--- config.mk ---
export PLATFORM = sky130hd
export DESIGN_NAME = reg_writeback_ctrl_flat
export DESIGN_NICKNAME = d
export VERILOG_FILES = /design/src/rtl/reg_writeback_ctrl_if.sv /design/src/rtl/reg_writeback_ctrl.sv /design/src/flat_wrapper.sv
export SDC_FILE = /design/constraint.sdc
export NUM_CORES = 1
export LEC_CHECK = 0
export CAP_MARGIN = 20
export CORE_ASPECT_RATIO = 1.1
export CORE_MARGIN = 2
export CORE_UTILIZATION = 30
export CTS_CLUSTER_DIAMETER = 200
export DETAILED_ROUTE_END_ITERATION = 10
export HOLD_SLACK_MARGIN = 0.15
export PLACE_DENSITY_LB_ADDON = 0.12
export SLEW_MARGIN = 40
export SYNTH_ARGS = -nofsm -noshare
export SYNTH_HDL_FRONTEND = slang
export SYNTH_SLANG_ARGS = --single-unit
--- constraint.sdc ---
create_clock -name clk -period 5 [get_ports clk]
set_clock_uncertainty 0.1 [all_clocks]
set_input_delay 1 -clock clk [delete_from_list [all_inputs] [get_ports clk]]
set_output_delay 1 -clock clk [all_outputs]
set_load 0.05 [all_outputs]
--- src/rtl/reg_writeback_ctrl_if.sv ---
// Bundle of the writeback controller's source, scoreboard and register-file ports.
// The master side feeds results and issue info; the slave side is the controller.
interface reg_writeback_ctrl_if #(
  parameter int AW = 2
);
  logic          AluValid;
  logic [4:0]    AluDest;
  logic [31:0]   AluData;
  logic          LoadValid;
  logic          LoadReady;
  logic [4:0]    LoadDest;
  logic [31:0]   LoadData;
  logic          IssueValid;
  logic [4:0]    IssueDest;
  logic [31:0]   PendingMask;
  logic          RegWrite;
  logic [4:0]    WriteReg;
  logic [31:0]   WriteData;
  logic [AW:0]   FifoCount;

  modport master (
    output AluValid, AluDest, AluData,
    output LoadValid, LoadDest, LoadData,
    output IssueValid, IssueDest,
    input  LoadReady, PendingMask, RegWrite, WriteReg, WriteData, FifoCount
  );

  modport slave (
    input  AluValid, AluDest, AluData,
    input  LoadValid, LoadDest, LoadData,
    input  IssueValid, IssueDest,
    output LoadReady, PendingMask, RegWrite, WriteReg, WriteData, FifoCount
  );
endinterface

--- src/rtl/reg_writeback_ctrl.sv ---
// Single write port arbiter for the register file: ALU first, then queued loads,
// then a direct load bypass; keeps a pending-load scoreboard for RAW stalls.
module reg_writeback_ctrl #(
  parameter int DEPTH = 4,
  parameter int AW    = 2
) (
  input logic                 clk,
  input logic                 rst_n,
  reg_writeback_ctrl_if.slave bus
);

  typedef enum logic [1:0] {SEL_NONE, SEL_ALU, SEL_FIFO, SEL_BYPASS} sel_e;

  localparam logic [AW:0]   DEPTH_C   = (AW+1)'(DEPTH);
  localparam logic [AW:0]   CNT_ONE_C = {{AW{1'b0}}, 1'b1};
  localparam logic [AW-1:0] PTR_ONE_C = {{(AW-1){1'b0}}, 1'b1};

  logic [AW-1:0] rd_ptr_r, wr_ptr_r;
  logic [AW:0]   count_r;
  logic [4:0]    fifo_dest_r [DEPTH];
  logic [31:0]   fifo_data_r [DEPTH];
  logic [31:0]   pending_r, pending_nxt_s;
  logic          reg_write_r;
  logic [4:0]    write_reg_r;
  logic [31:0]   write_data_r;

  logic          ready_s, fire_s, push_s, pop_s;
  sel_e          sel_s;
  logic [4:0]    sel_dest_s;
  logic [31:0]   sel_data_s;

  // Ready depends only on occupancy so upstream never sees an input-to-ready loop.
  assign ready_s         = (count_r < DEPTH_C);
  assign bus.LoadReady   = ready_s;
  assign bus.FifoCount   = count_r;
  assign bus.PendingMask = pending_r;
  assign bus.RegWrite    = reg_write_r;
  assign bus.WriteReg    = write_reg_r;
  assign bus.WriteData   = write_data_r;

  // Fixed-priority source selection, FIFO push/pop decisions and next scoreboard.
  always_comb begin
    fire_s     = bus.LoadValid & ready_s;
    sel_s      = SEL_NONE;
    sel_dest_s = 5'd0;
    sel_data_s = 32'd0;
    if (bus.AluValid) begin
      sel_s      = SEL_ALU;
      sel_dest_s = bus.AluDest;
      sel_data_s = bus.AluData;
    end else if (count_r != {(AW+1){1'b0}}) begin
      sel_s      = SEL_FIFO;
      sel_dest_s = fifo_dest_r[rd_ptr_r];
      sel_data_s = fifo_data_r[rd_ptr_r];
    end else if (fire_s) begin
      sel_s      = SEL_BYPASS;
      sel_dest_s = bus.LoadDest;
      sel_data_s = bus.LoadData;
    end else begin
      sel_s      = SEL_NONE;
    end
    pop_s  = (sel_s == SEL_FIFO);
    push_s = fire_s & (sel_s != SEL_BYPASS);

    // Clear before set so a same-cycle reissue of the register stays pending.
    pending_nxt_s = pending_r;
    if ((sel_s == SEL_FIFO) || (sel_s == SEL_BYPASS)) begin
      pending_nxt_s[sel_dest_s] = 1'b0;
    end else begin
      pending_nxt_s = pending_r;
    end
    if (bus.IssueValid && (bus.IssueDest != 5'd0)) begin
      pending_nxt_s[bus.IssueDest] = 1'b1;
    end else begin
      pending_nxt_s[0] = 1'b0;
    end
    pending_nxt_s[0] = 1'b0;
  end

  // Write-port registers, scoreboard and FIFO pointers/occupancy.
  always_ff @(posedge clk or negedge rst_n) begin
    if (!rst_n) begin
      reg_write_r  <= 1'b0;
      write_reg_r  <= 5'd0;
      write_data_r <= 32'd0;
      pending_r    <= 32'd0;
      rd_ptr_r     <= {AW{1'b0}};
      wr_ptr_r     <= {AW{1'b0}};
      count_r      <= {(AW+1){1'b0}};
    end else begin
      case (sel_s)
        SEL_NONE: reg_write_r <= 1'b0;
        default: begin
          reg_write_r  <= (sel_dest_s != 5'd0);
          write_reg_r  <= sel_dest_s;
          write_data_r <= sel_data_s;
        end
      endcase
      pending_r <= pending_nxt_s;
      if (push_s) wr_ptr_r <= wr_ptr_r + PTR_ONE_C;
      if (pop_s)  rd_ptr_r <= rd_ptr_r + PTR_ONE_C;
      case ({push_s, pop_s})
        2'b10:   count_r <= count_r + CNT_ONE_C;
        2'b01:   count_r <= count_r - CNT_ONE_C;
        default: count_r <= count_r;
      endcase
    end
  end

  // Queue storage; contents need no reset because the pointers define validity.
  always_ff @(posedge clk) begin
    if (push_s) begin
      fifo_dest_r[wr_ptr_r] <= bus.LoadDest;
      fifo_data_r[wr_ptr_r] <= bus.LoadData;
    end
  end

endmodule

--- src/flat_wrapper.sv ---
// flat-port wrapper written by rule: the top's interface ports become plain ports
module reg_writeback_ctrl_flat 
#(
  parameter int DEPTH = 4,
  parameter int AW    = 2
)
  (clk, rst_n, bus_AluValid, bus_AluDest, bus_AluData, bus_LoadValid, bus_LoadDest, bus_LoadData, bus_IssueValid, bus_IssueDest, bus_LoadReady, bus_PendingMask, bus_RegWrite, bus_WriteReg, bus_WriteData, bus_FifoCount);
  reg_writeback_ctrl_if #(.AW(AW)) bus_i ();
  input logic clk;
  input logic rst_n;
  input wire logic [$bits(bus_i.AluValid)-1:0] bus_AluValid;
  input wire logic [$bits(bus_i.AluDest)-1:0] bus_AluDest;
  input wire logic [$bits(bus_i.AluData)-1:0] bus_AluData;
  input wire logic [$bits(bus_i.LoadValid)-1:0] bus_LoadValid;
  input wire logic [$bits(bus_i.LoadDest)-1:0] bus_LoadDest;
  input wire logic [$bits(bus_i.LoadData)-1:0] bus_LoadData;
  input wire logic [$bits(bus_i.IssueValid)-1:0] bus_IssueValid;
  input wire logic [$bits(bus_i.IssueDest)-1:0] bus_IssueDest;
  output wire logic [$bits(bus_i.LoadReady)-1:0] bus_LoadReady;
  output wire logic [$bits(bus_i.PendingMask)-1:0] bus_PendingMask;
  output wire logic [$bits(bus_i.RegWrite)-1:0] bus_RegWrite;
  output wire logic [$bits(bus_i.WriteReg)-1:0] bus_WriteReg;
  output wire logic [$bits(bus_i.WriteData)-1:0] bus_WriteData;
  output wire logic [$bits(bus_i.FifoCount)-1:0] bus_FifoCount;
  assign bus_i.AluValid = bus_AluValid;
  assign bus_i.AluDest = bus_AluDest;
  assign bus_i.AluData = bus_AluData;
  assign bus_i.LoadValid = bus_LoadValid;
  assign bus_i.LoadDest = bus_LoadDest;
  assign bus_i.LoadData = bus_LoadData;
  assign bus_i.IssueValid = bus_IssueValid;
  assign bus_i.IssueDest = bus_IssueDest;
  assign bus_LoadReady = bus_i.LoadReady;
  assign bus_PendingMask = bus_i.PendingMask;
  assign bus_RegWrite = bus_i.RegWrite;
  assign bus_WriteReg = bus_i.WriteReg;
  assign bus_WriteData = bus_i.WriteData;
  assign bus_FifoCount = bus_i.FifoCount;
  reg_writeback_ctrl #(.DEPTH(DEPTH), .AW(AW)) u_core (.clk(clk), .rst_n(rst_n), .bus(bus_i));
endmodule
==> key figures, run 1 <==
Floorplanning
  • Starting Density: 30.30%
  • Core Rows: 67
  • Die area: 0.03207 mm^2
  • Die Span Y: 187.6 um
  • Die Wd: 170.9 um
  • I/O pins: 158
  • Core Footprint: 0.03035 mm^2

Job
  • Total of max-cap violations: 0

Detailed routing
  • Routed WL: 24250 um
  • WL/cell: 20.43 um
  • Detailed Routing Iterations Pass 1: 4
  • Vias per inst: 4.923
  • Antenna Nets Post-Route: 0
  • Vias: 5844
  • Iter 0 DRT Violations: 311
  • DRC: 0

Clock tree
  • Skew-Pair Late Insertion Delay: 0.51 ns
  • Post-CTS sizing: 0
  • Total CTS buffers: 25
  • Hold_buf cts: 0
  • Clock root cell: clkbuf_16
  • CTS Buffer Depth: 3
  • Setup bufs post-CTS: 0
  • H-Tree Depth: 1
  • CTS tree: done
  • Sink Count: 224
  • Reg clk slew, reported paths: 0.06 ns

STA
  • RSZ-0062 raised after global routing: false
  • Rel. slew slack: 54.98%
  • Worst slew pin tran: 0.6753 ns
  • Setup-failing EPs final: 0
  • Maximum clock frequency: 319.6 MHz
  • Final setup TNS: 0 ns
  • Max Slew Vio Count: 0
  • Final period utilization: between 60% and 70%
  • Final WS setup: 1.871 ns
  • Fin crit period: around 3.1 ns
  • Final Hold Vio Count: 0

Critical path
  • CP Class: input port to flop
  • Worst path most repeated cell: buf_4
  • CP delay by family, top: simple AND/OR/NAND/NOR gates
  • CP required: 5.11 ns
  • CP max stage delay: 0.68 ns
  • Nature of the critical path endpoint: flop
  • Worst-path fanout max: 23
  • Crit-path cells: clkdlybuf4s50_1 -> buf_4 -> nor3b_2 -> and2_2 -> buf_4
  • Crit start category: input port
  • Crit path buf inv count: 3
  • Worst Path Arrival: 3.24 ns
  • Crit-path slowest cell: and2_2

Power and ir drop
  • P per Cell Area: 628.6 mW/mm^2
  • Peak VDD IR: 0.3855 mV
  • Leak: roughly 4.4 nW

Layout
  • Finished Cell Area: roughly 0.012 mm^2
  • Fin nets: 845
  • Layout Area Growth over Synthesis: 31.94%
  • Share of layout cells above drive strength 1: 14.23%
  • Commonest non-fill, non-tap cell in the layout: clkdlybuf4s50_1
  • # diodes: 0
  • Filler Cells Inserted: between 2k and 3k
  • Commonest non-fill, non-tap cells in the layout: clkdlybuf4s50_1 (154), edfxtp_1 (148), nand2_1 (100)
  • Post-Layout Cell Count: between 1k and 1.5k

Placement
  • DP HPWL: 15840 um
  • GP Congestion: 0.7645
  • Placed cells: 1142
  • Port Buf Inserts: 156
  • Placed Instance Area: 0.01124 mm^2
  • Post-placement setup slack: 0.9910 ns

Synth
  • Post-Syn Nets: 683
  • Synth Warn #: 0
  • Primary FF master, synth: edfxtp_1
  • Register area share after synthesis: 69.02%
  • Async S/R FF share, synth: 33.93%
  • Register bit total from synthesis: 224
  • Library cells used by synthesis: 45
  • Post-synthesis average cell area: 15.51 um^2
  • EDFF count, synth: roughly 150
  • Syn Std Cell Area: 0.009195 mm^2
  • Mapped Cells: around 590

GRT
  • Number of global-route vias before repair: 6191
  • GRT overflow: 0
  • Initial antenna violation count: 0
  • First-pass GRT wire length: 37670 um
  • Largest net degree at the start of global routing: 47
  • Overall routing resource usage: 15.26%

Run status
  • Status: complete, no violations

Worst hold path
  • Tightest Hold Check Type: flop to flop
[metal layers]
| layer | up-vias | part of all wire (%) | GRT usage (%) |
|---|---|---|---|
| li1 | 2663 | - | - |
| met1 | 2971 | 43 | 20.25 |
| met2 | 185 | 49 | 25.49 |
| met3 | 25 | 5.8 | 3.293 |
| met4 | 0 | 1.7 | 3.814 |
| met5 | - | 0 | 0 |
[cell families (layout without fill, tap and decap cells)]
group,count (synthesis),after routing,synth area share (%)
simple gates,152,152,7.634
xor+xnor,6,6,0.5715
mux,38,38,9.253
other cells,1,1,0.04078
flops,224,224,69.02
fa+ha+maj,6,6,0.8981
compound gates,115,115,10.04
buf+inv,51,231,2.545
[synthesized netlist by cell type, drive strengths merged, types with 2 or more instances]
master	number	area share, %
a211o	2	0.19
a21o	3	0.33
a21oi	14	0.80
a221o	10	1.1
a221oi	2	0.33
a22oi	44	3.6
a31oi	2	0.14
and2	7	0.48
and3	5	0.39
and3b	2	0.19
buf	19	1.2
clkbuf	19	0.78
dfrtp	76	21
edfxtp	148	48
ha	5	0.68
inv	13	0.53
mux4	37	9.1
nand2	100	4.1
nand3	10	0.54
nand4	4	0.27
nor2	7	0.29
nor3	7	0.44
nor3b	8	0.65
o2111ai	2	0.19
o41ai	31	3.0
xnor2	5	0.48
[tightest hold or removal path: cells and delay by family (launching register included)]
| kind | cells | cell delay [ns] |
|---|---|---|
| AO/OA/AOI/OAI | 1 | 0.07 |
| AND/OR/NAND/NOR | 1 | 0.05 |
| flip-flops | 1 | 0.34 |
[through the flow]
| step | power (mW) | hold WS (ns) | utilization [%] |
|---|---|---|---|
| after floorplan | 4.676 | 0.4796 | - |
| after global placement | 5.688 | 0.3745 | 36.98 |
| after detailed placement | 5.731 | 0.3671 | 37.02 |
| after CTS | 7.724 | 0.3917 | 39.91 |
| after global routing | 8.006 | 0.4168 | 39.98 |
| final | 7.626 | 0.3915 | 39.98 |
[path summary, 6_finish.rpt]
check | depth (start not counted) | to | startpoint | slack (ns)
min in group asynchronous | 1 | u_core.bus.WriteReg[4]$_DFFE_PN0P_ | rst_n | 0.41
hold / removal | 2 | u_core.bus.WriteData[16]$_DFFE_PN0P_ | u_core.bus.WriteData[16]$_DFFE_PN0P_ | 0.39
max in group asynchronous | 2 | u_core.rd_ptr_r[0]$_DFFE_PN0N_ | rst_n | 3.43
setup / recovery | 5 | u_core.fifo_data_r[3][13]$_DFFE_PP_ | bus_LoadValid | 1.87
hold reg to reg | 2 | u_core.bus.WriteData[16]$_DFFE_PN0P_ | u_core.bus.WriteData[16]$_DFFE_PN0P_ | 0.39
setup reg to reg | 7 | u_core.bus.PendingMask[21]$_DFF_PN0_ | u_core.rd_ptr_r[0]$_DFFE_PN0N_ | 1.97
[power by group]
part           switching [mW]  total (mW)  internal, mW
registers               0.330        2.76          2.43
clock network           0.725        1.95          1.23
logic                    1.82        2.91          1.09
[state kept, by name (all words and copies together) (netlist names)]
register                count
u_core.bus.RegWrite         1
u_core.bus.PendingMask     31
u_core.fifo_dest_r         20
u_core.bus.WriteReg         5
u_core.bus.WriteData       32
u_core.rd_ptr_r             2
u_core.bus.FifoCount        3
u_core.wr_ptr_r             2
u_core.fifo_data_r        128
[layout make-up]
| type | instances | area [um^2] | area share [%] |
|---|---|---|---|
| multi-input cells | 318 | 2656 | 21.90 |
| flip-flops and latches | 224 | 6351 | 52.35 |
| clock buffers | 29 | 640.6 | 5.281 |
| clock inverters | 16 | 235.2 | 1.939 |
| well taps | 414 | 518.0 | 4.270 |
| inverters | 13 | 48.80 | 0.4022 |
| repair buffers | 173 | 1682 | 13.86 |
Power figures use the tool's default switching activity.
==> inputs of run 2 (changes only) <==
- clock period: 5 -> 2.8 ns (I/O delays scaled with it)
==> run 2 against run 1 <==
  * Routed wire length is essentially flat
  * Critical path depth decreased by 3
  * Non-clock buffer count increased by 14
  * Register-to-register slack worse by 1.8 ns
  * Via count increased by 1.5%
  * Critical endpoint is now bus_LoadReady
  * Combinational power rose by 88%
  * Sequential cell count did not move
  * Highest routed layer unchanged
  * Largest power group unchanged
  * Final cell count increased by 1.2%
  * Critical path type is now flop to primary output
  * Global-route usage shrank 0.23 points
  * Utilization is 0.37 points higher
  * Clock power is 61% higher
==> key figures, run 2 (synthesized netlist as in run 1, its figures left out) <==
Detailed routing
  • Routed WL: 24260 um (about the same)
  • Vias: 5929 (+1.5%)
  • Antenna Nets Post-Route: 0 (unchanged)
  • Detailed Routing Iterations Pass 1: 4 (unchanged)
  • Vias per inst: 4.937 (+0.27%)
  • Iter 0 DRT Violations: 354 (+14%)
  • DRC: 0 (unchanged)
  • WL/cell: 20.20 um (-1.1%)

GRT
  • Largest net degree at the start of global routing: 36 (-23%)
  • First-pass GRT wire length: 37050 um (-1.6%)
  • Number of global-route vias before repair: 6335 (+2.3%)
  • Overall routing resource usage: 15.03% (-0.23 points)
  • Initial antenna violation count: 1 (+1)
  • GRT overflow: 0 (unchanged)

Layout
  • # diodes: 0 (unchanged)
  • Top reg by flops: u_core.fifo_data_r
  • Commonest non-fill, non-tap cells in the layout: clkdlybuf4s50_1 (154), edfxtp_1 (148), nand2_1 (100)
  • Commonest non-fill, non-tap cell in the layout: clkdlybuf4s50_1
  • Max reg flops: 128 (unchanged)
  • Layout Area Growth over Synthesis: 33.16%
  • Post-Layout Cell Count: 1201 (+1.2%)
  • Fin nets: 859 (+1.7%)
  • Share of layout cells above drive strength 1: 14.87% (+0.64 points)

Floorplanning
  • Die Wd: 170.9 um (unchanged)
  • I/O pins: 158 (unchanged)
  • Die area: 0.03207 mm^2 (unchanged)
  • Core Footprint: 0.03035 mm^2 (unchanged)
  • Die Span Y: 187.6 um (unchanged)
  • Core Rows: 67 (unchanged)
  • Starting Density: 30.30% (unchanged)

Critical path
  • Crit start category: flop
  • Crit path buf inv count: 2 (-1)
  • CP max stage delay: 0.86 ns (+0.18 ns)
  • Worst Path Arrival: 2.00 ns (-1.24 ns)
  • Worst-path fanout max: 6 (-74%)
  • CP Class: flop to primary output
  • Crit-path cells: inv_1 -> clkdlybuf4s50_1
  • CP required: 2.14 ns (-2.97 ns)
  • Nature of the critical path endpoint: primary output
  • CP delay by family, top: buffers and inverters
  • Crit-path slowest cell: clkdlybuf4s50_1

Power and ir drop
  • Peak VDD IR: 0.7864 mV (+100%)
  • Tot Pwr: 13.41 mW (+76%)
  • Leak: 4.439 nW (+1.3%)
  • P per Cell Area: 1095 mW/mm^2 (+74%)

Clock tree
  • H-Tree Depth: 1 (unchanged)
  • Sink Count: 224 (unchanged)
  • CTS tree: done
  • CTS Buffer Depth: 3 (unchanged)
  • Setup bufs post-CTS: 0 (unchanged)
  • Reg clk slew, reported paths: 0.06 ns (about the same)
  • Total CTS buffers: 25 (unchanged)
  • Skew-Pair Late Insertion Delay: 0.51 ns (about the same)
  • Clock root cell: clkbuf_16

STA
  • Final WS setup: 0.1447 ns (-1.726 ns)
  • Final setup TNS: 0 ns (unchanged)
  • Fin crit period: 2.655 ns
  • Rel. slew slack: 59.75% (+4.8 points)
  • Worst slew pin tran: 0.6035 ns (-0.07176 ns)
  • Maximum clock frequency: 376.6 MHz
  • Setup-failing EPs final: 0 (unchanged)
  • Final Hold Vio Count: 0 (unchanged)
  • Final period utilization: a little over nine tenths
  • Max Slew Vio Count: 0 (unchanged)
  • RSZ-0062 raised after global routing: false

Placement
  • GP Congestion: 0.8378 (+9.6%)
  • Placed cells: 1155 (+1.1%)
  • DP HPWL: 15990 um (+0.96%)
  • Port Buf Inserts: 156 (unchanged)
  • Post-placement setup slack: 0.09702 ns (-0.8940 ns)

Run status
  • Status: complete, no violations

Job
  • Total of max-cap violations: 0 (unchanged)

Worst hold path
  • Tightest Hold Check Type: flop to flop
run 2: cell count changes in the layout (fill, tap and decap cells not counted), moves of 2 or more:
cell / before / now
clkinv_2: 5 / 2
buf_4: 18 / 23
buf_12: 0 / 8
nor3b_1: 6 / 8
nor3b_2: 2 / 0
clkbuf_8: 0 / 6
clkbuf_1: 4 / 7
bufinv_16: 6 / 1
clkinvlp_4: 3 / 1
run 2: area by class of cell:
| class | count | area [um^2] |
|---|---|---|
| fill | 2850 | 18100 |
| tap | 414 | 518.0 |
| clock inverter | 7 | 58.81 |
| sequential | 224 | 6349 |
| inverter | 13 | 48.80 |
| multi-input combinational | 318 | 2646 |
| clock buffer | 38 | 734.5 |
| timing repair buffer | 187 | 1889 |
run 2: through the flow:
stage	hold slack (ns)	cell area, um^2	utilization [%]
3_3_place_gp	0.3694	11420	37.63
3_5_place_dp	0.3672	11430	37.68
2_1_floorplan	0.1644	9200	-
5_1_grt	0.4190	12240	40.35
4_1_cts	0.3936	12240	40.32
6_report	0.3914	12240	40.35
run 2: per-layer routing:
metal | global-route usage, % | vias up | routed length [um]
li1 | - | 2686 | -
met1 | 19.10 | 3021 | 10170
met2 | 25.93 | 197 | 12080
met3 | 3.715 | 25 | 1688
met4 | 3.292 | 0 | 320
met5 | 0 | - | 0
run 2: report_power, final:
| group | internal (mW) | switching [mW] |
|---|---|---|
| logic | 2.06 | 3.41 |
| registers | 4.34 | 0.459 |
| clock network | 1.89 | 1.24 |
| total | 8.29 | 5.11 |
run 2: timing repair:
item | 4_1_cts | 5_1_grt
endpoints found under the setup margin | 0 | 1
hold endpoints to repair | 33 | 0
hold buffers | 1 | 0
resized for setup | 0 | 1
run 2: path summary, 6_finish.rpt:
check,slack (ns),depth (start not counted),startpoint,to
max in group asynchronous,1.48,3,rst_n,u_core.bus.WriteData[16]$_DFFE_PN0P_
min in group asynchronous,0.50,2,rst_n,u_core.bus.WriteData[29]$_DFFE_PN0P_
min,0.39,2,u_core.bus.WriteData[21]$_DFFE_PN0P_,u_core.bus.WriteData[21]$_DFFE_PN0P_
min reg2reg,0.39,2,u_core.bus.WriteData[21]$_DFFE_PN0P_,u_core.bus.WriteData[21]$_DFFE_PN0P_
max reg2reg,0.22,5,u_core.rd_ptr_r[0]$_DFFE_PN0N_,u_core.bus.PendingMask[11]$_DFF_PN0_
max,0.14,2,u_core.bus.FifoCount[2]$_DFFE_PN0P_,bus_LoadReady
run 2: worst min-delay path, stage by stage, from the launching register on:
cell	delay [ns]
dfrtp_1	0.34
a22oi_1	0.06
nand2_1	0.06
==> inputs of run 3 (changes only) <==
- CTS_CLUSTER_SIZE: unset -> 40
==> run 3 against run 2 <==
  * Register-to-register slack about the same
  * Routed wire length down 1.5%
  * Power down 11%
  * Sequential cell count unchanged
  * Sequential power about the same
  * Setup slack better by 0.016 ns
  * Design area down 4.4%
  * Utilization down 1.8 points
  * Highest routed layer unchanged
==> key figures, run 3 (synthesized netlist as in run 1, its figures left out) <==
Detailed routing
  • Routed WL: 23900 um (-1.5%)
  • Antenna Nets Post-Route: 0 (unchanged)
  • Vias per inst: 4.991 (+1.1%)
  • Detailed Routing Iterations Pass 1: 5 (+1)
  • Vias: 5834 (-1.6%)
  • DRC: 0 (unchanged)
  • Iter 0 DRT Violations: 356 (+0.56%)
  • WL/cell: 20.45 um (+1.2%)

Critical path
  • FF-to-FF path depth: 5 (unchanged)
  • Crit start category: flop
  • Worst Path Arrival: 1.98 ns (-0.02 ns)
  • Crit Reg-Reg Endpoint: u_core.bus.PendingMask[25]$_DFF_PN0_
  • CP max stage delay: 0.93 ns (+0.07 ns)
  • CP required: 2.14 ns (about the same)
  • CP Class: flop to primary output
  • FF-to-FF setup slack: 0.21 ns (about the same)
  • Nature of the critical path endpoint: primary output
  • CP delay by family, top: buffers and inverters
  • Crit-path cells: clkdlybuf4s50_1
  • Crit-path slowest cell: clkdlybuf4s50_1
  • Worst-path fanout max: 6 (unchanged)
  • Reg-to-reg critical path startpoint: u_core.rd_ptr_r[0]$_DFFE_PN0N_
  • Crit path buf inv count: 1 (-1)

GRT
  • GRT overflow: 0 (unchanged)
  • Routing usage on met2: 25.74% (-0.19 points)
  • Most used routing layer: met2
  • Overall routing resource usage: 14.78% (-0.25 points)
  • Number of global-route vias before repair: 6127 (-3.3%)
  • GR met3 Demand/Resource: 3.377% (-0.34 points)
  • Initial antenna violation count: 1 (unchanged)
  • GRT met1 Usage: 19.28% (+0.18 points)
  • Largest net degree at the start of global routing: 42 (+17%)
  • First-pass GRT wire length: 36370 um (-1.8%)

Clock tree
  • Clock root cell: clkbuf_16
  • Sink Count: 224 (unchanged)
  • CTS tree: done
  • Setup bufs post-CTS: 0 (unchanged)
  • Skew-Pair Late Insertion Delay: 0.48 ns (-0.03 ns)
  • H-Tree Depth: 1 (unchanged)
  • Total CTS buffers: 9 (-64%)
  • CTS Buffer Depth: 3 (unchanged)
  • Reg clk slew, reported paths: 0.14 ns (+0.08 ns)

Floorplanning
  • Die area: 0.03207 mm^2 (unchanged)
  • Starting Density: 30.30% (unchanged)
  • Core Rows: 67 (unchanged)
  • Die Wd: 170.9 um (unchanged)
  • I/O pins: 158 (unchanged)
  • Core Footprint: 0.03035 mm^2 (unchanged)
  • Die Span Y: 187.6 um (unchanged)

STA
  • Max Slew Vio Count: 0 (unchanged)
  • Hold_ws: 0.4045 ns (+0.01312 ns)
  • Worst slew pin tran: 0.6167 ns (+0.01315 ns)
  • Final Hold Vio Count: 0 (unchanged)
  • Maximum clock frequency: 378.9 MHz (+0.61%)
  • RSZ-0062 raised after global routing: false
  • Final period utilization: 94.26% (-0.57 points)
  • Fin crit period: 2.639 ns (-0.01605 ns)
  • Setup-failing EPs final: 0 (unchanged)
  • Rel. slew slack: 58.74% (-1.0 points)
  • Final setup TNS: 0 ns (unchanged)

Power and ir drop
  • Peak VDD IR: 0.8219 mV (+4.5%)
  • P per Cell Area: 1013 mW/mm^2 (-7.5%)
  • Leak: 4.175 nW (-5.9%)

Worst hold path
  • WHS Path Cells: 2 (unchanged)
  • Hold Path End: u_core.bus.WriteReg[2]$_DFFE_PN0P_
  • Worst Min Path Start: u_core.bus.WriteReg[2]$_DFFE_PN0P_
  • Tightest Hold Check Type: flop to flop

Job
  • Total of max-cap violations: 0 (unchanged)

Layout
  • Commonest non-fill, non-tap cells in the layout: clkdlybuf4s50_1 (154), edfxtp_1 (148), nand2_1 (100)
  • Share of layout cells above drive strength 1: 12.33% (-2.5 points)
  • Filler Cells Inserted: 2898 (+1.7%)
  • Layout Area Growth over Synthesis: 27.35%
  • Fin nets: 843 (-1.9%)
  • Max reg flops: 128 (unchanged)
  • Commonest non-fill, non-tap cell in the layout: clkdlybuf4s50_1
  • Top reg by flops: u_core.fifo_data_r

Placement
  • DP HPWL: 15990 um (unchanged)
  • GP Congestion: 0.8378 (unchanged)
  • Port Buf Inserts: 156 (unchanged)

Run status
  • Status: complete, no violations
==> run 3: changes by cell type in the layout (fill, tap and decap cells not counted) <==
cell / before / now
clkbuf_16: 25 / 9
clkbuf_8: 6 / 0
clkbuf_1: 7 / 2
clkinv_1: 3 / 0
clkinv_2: 2 / 0
bufinv_16: 1 / 0
clkinvlp_4: 1 / 0
diode_2: 0 / 1
inv_12: 0 / 1
o41ai_1: 30 / 29
o41ai_2: 1 / 2
==> run 3: how the worst max path moves through the flow <==
| stage | startpoint | endpoint | slack (ns) | cells after the start |
|---|---|---|---|---|
| global route | u_core.rd_ptr_r[0]$_DFFE_PN0N_ | u_core.bus.PendingMask[7]$_DFF_PN0_ | 0.05 | 5 |
| finish | u_core.bus.FifoCount[0]$_DFFE_PN0P_ | bus_FifoCount[0] | 0.16 | 1 |
| detailed placement | bus_LoadValid | u_core.bus.PendingMask[9]$_DFF_PN0_ | 0.1 | 8 |
| global placement | bus_LoadValid | u_core.bus.PendingMask[5]$_DFF_PN0_ | 0.11 | 7 |
| floorplan | u_core.bus.FifoCount[0]$_DFFE_PN0P_ | u_core.bus.FifoCount[2]$_DFFE_PN0P_ | 0.009 | 11 |
| CTS | u_core.bus.FifoCount[2]$_DFFE_PN0P_ | bus_LoadReady | 0.14 | 2 |
==> run 3: repair_timing <==
action	4_1_cts	5_1_grt
hold buffers	1	0
setup endpoints to repair	0	1
hold endpoints to repair	33	0
gates resized for setup	0	2
==> run 3: per-stage QoR <==
stage | power (mW) | std cells | setup WS [ns] | area [um^2] | utilization, %
CTS | 12.02 | 1168 | 0.1370 | 11690 | 38.53
global placement | 10.31 | 1154 | 0.1110 | 11420 | 37.63
detailed placement | 10.38 | 1155 | 0.09702 | 11430 | 37.68
floorplan | 8.346 | 593 | 0.008900 | 9200 | -
global route | 12.50 | 1168 | 0.05304 | 11710 | 38.58
finish | 11.87 | 1169 | 0.1608 | 11710 | 38.59
==> run 3: final cells by class <==
class | count | area (um^2) | share of cell area, %
Sequential cell | 224 | 6349 | 54.22
Inverter | 13 | 48.80 | 0.4167
Timing Repair Buffer | 187 | 1889 | 16.13
Tap cell | 414 | 518.0 | 4.424
Multi-Input combinational cell | 318 | 2654 | 22.66
Clock buffer | 11 | 232.7 | 1.987
Clock inverter | 1 | 16.27 | 0.1389
Antenna cell | 1 | 2.502 | 0.02137
==> run 3: metal layers <==
layer / wire, um / vias to the layer above
met4: 148 / 0
met1: 10160 / 3018
met5: 0 / -
met2: 11960 / 179
li1: - / 2627
met3: 1641 / 10
==> run 3: power by group <==
group | switching, mW | total, mW | leakage, nW | internal [mW]
logic | 3.41 | 5.48 | 1.80 | 2.07
clock network | 0.988 | 1.60 | 0.121 | 0.614
registers | 0.458 | 4.79 | 2.25 | 4.33
total | 4.86 | 11.9 | 4.18 | 7.01
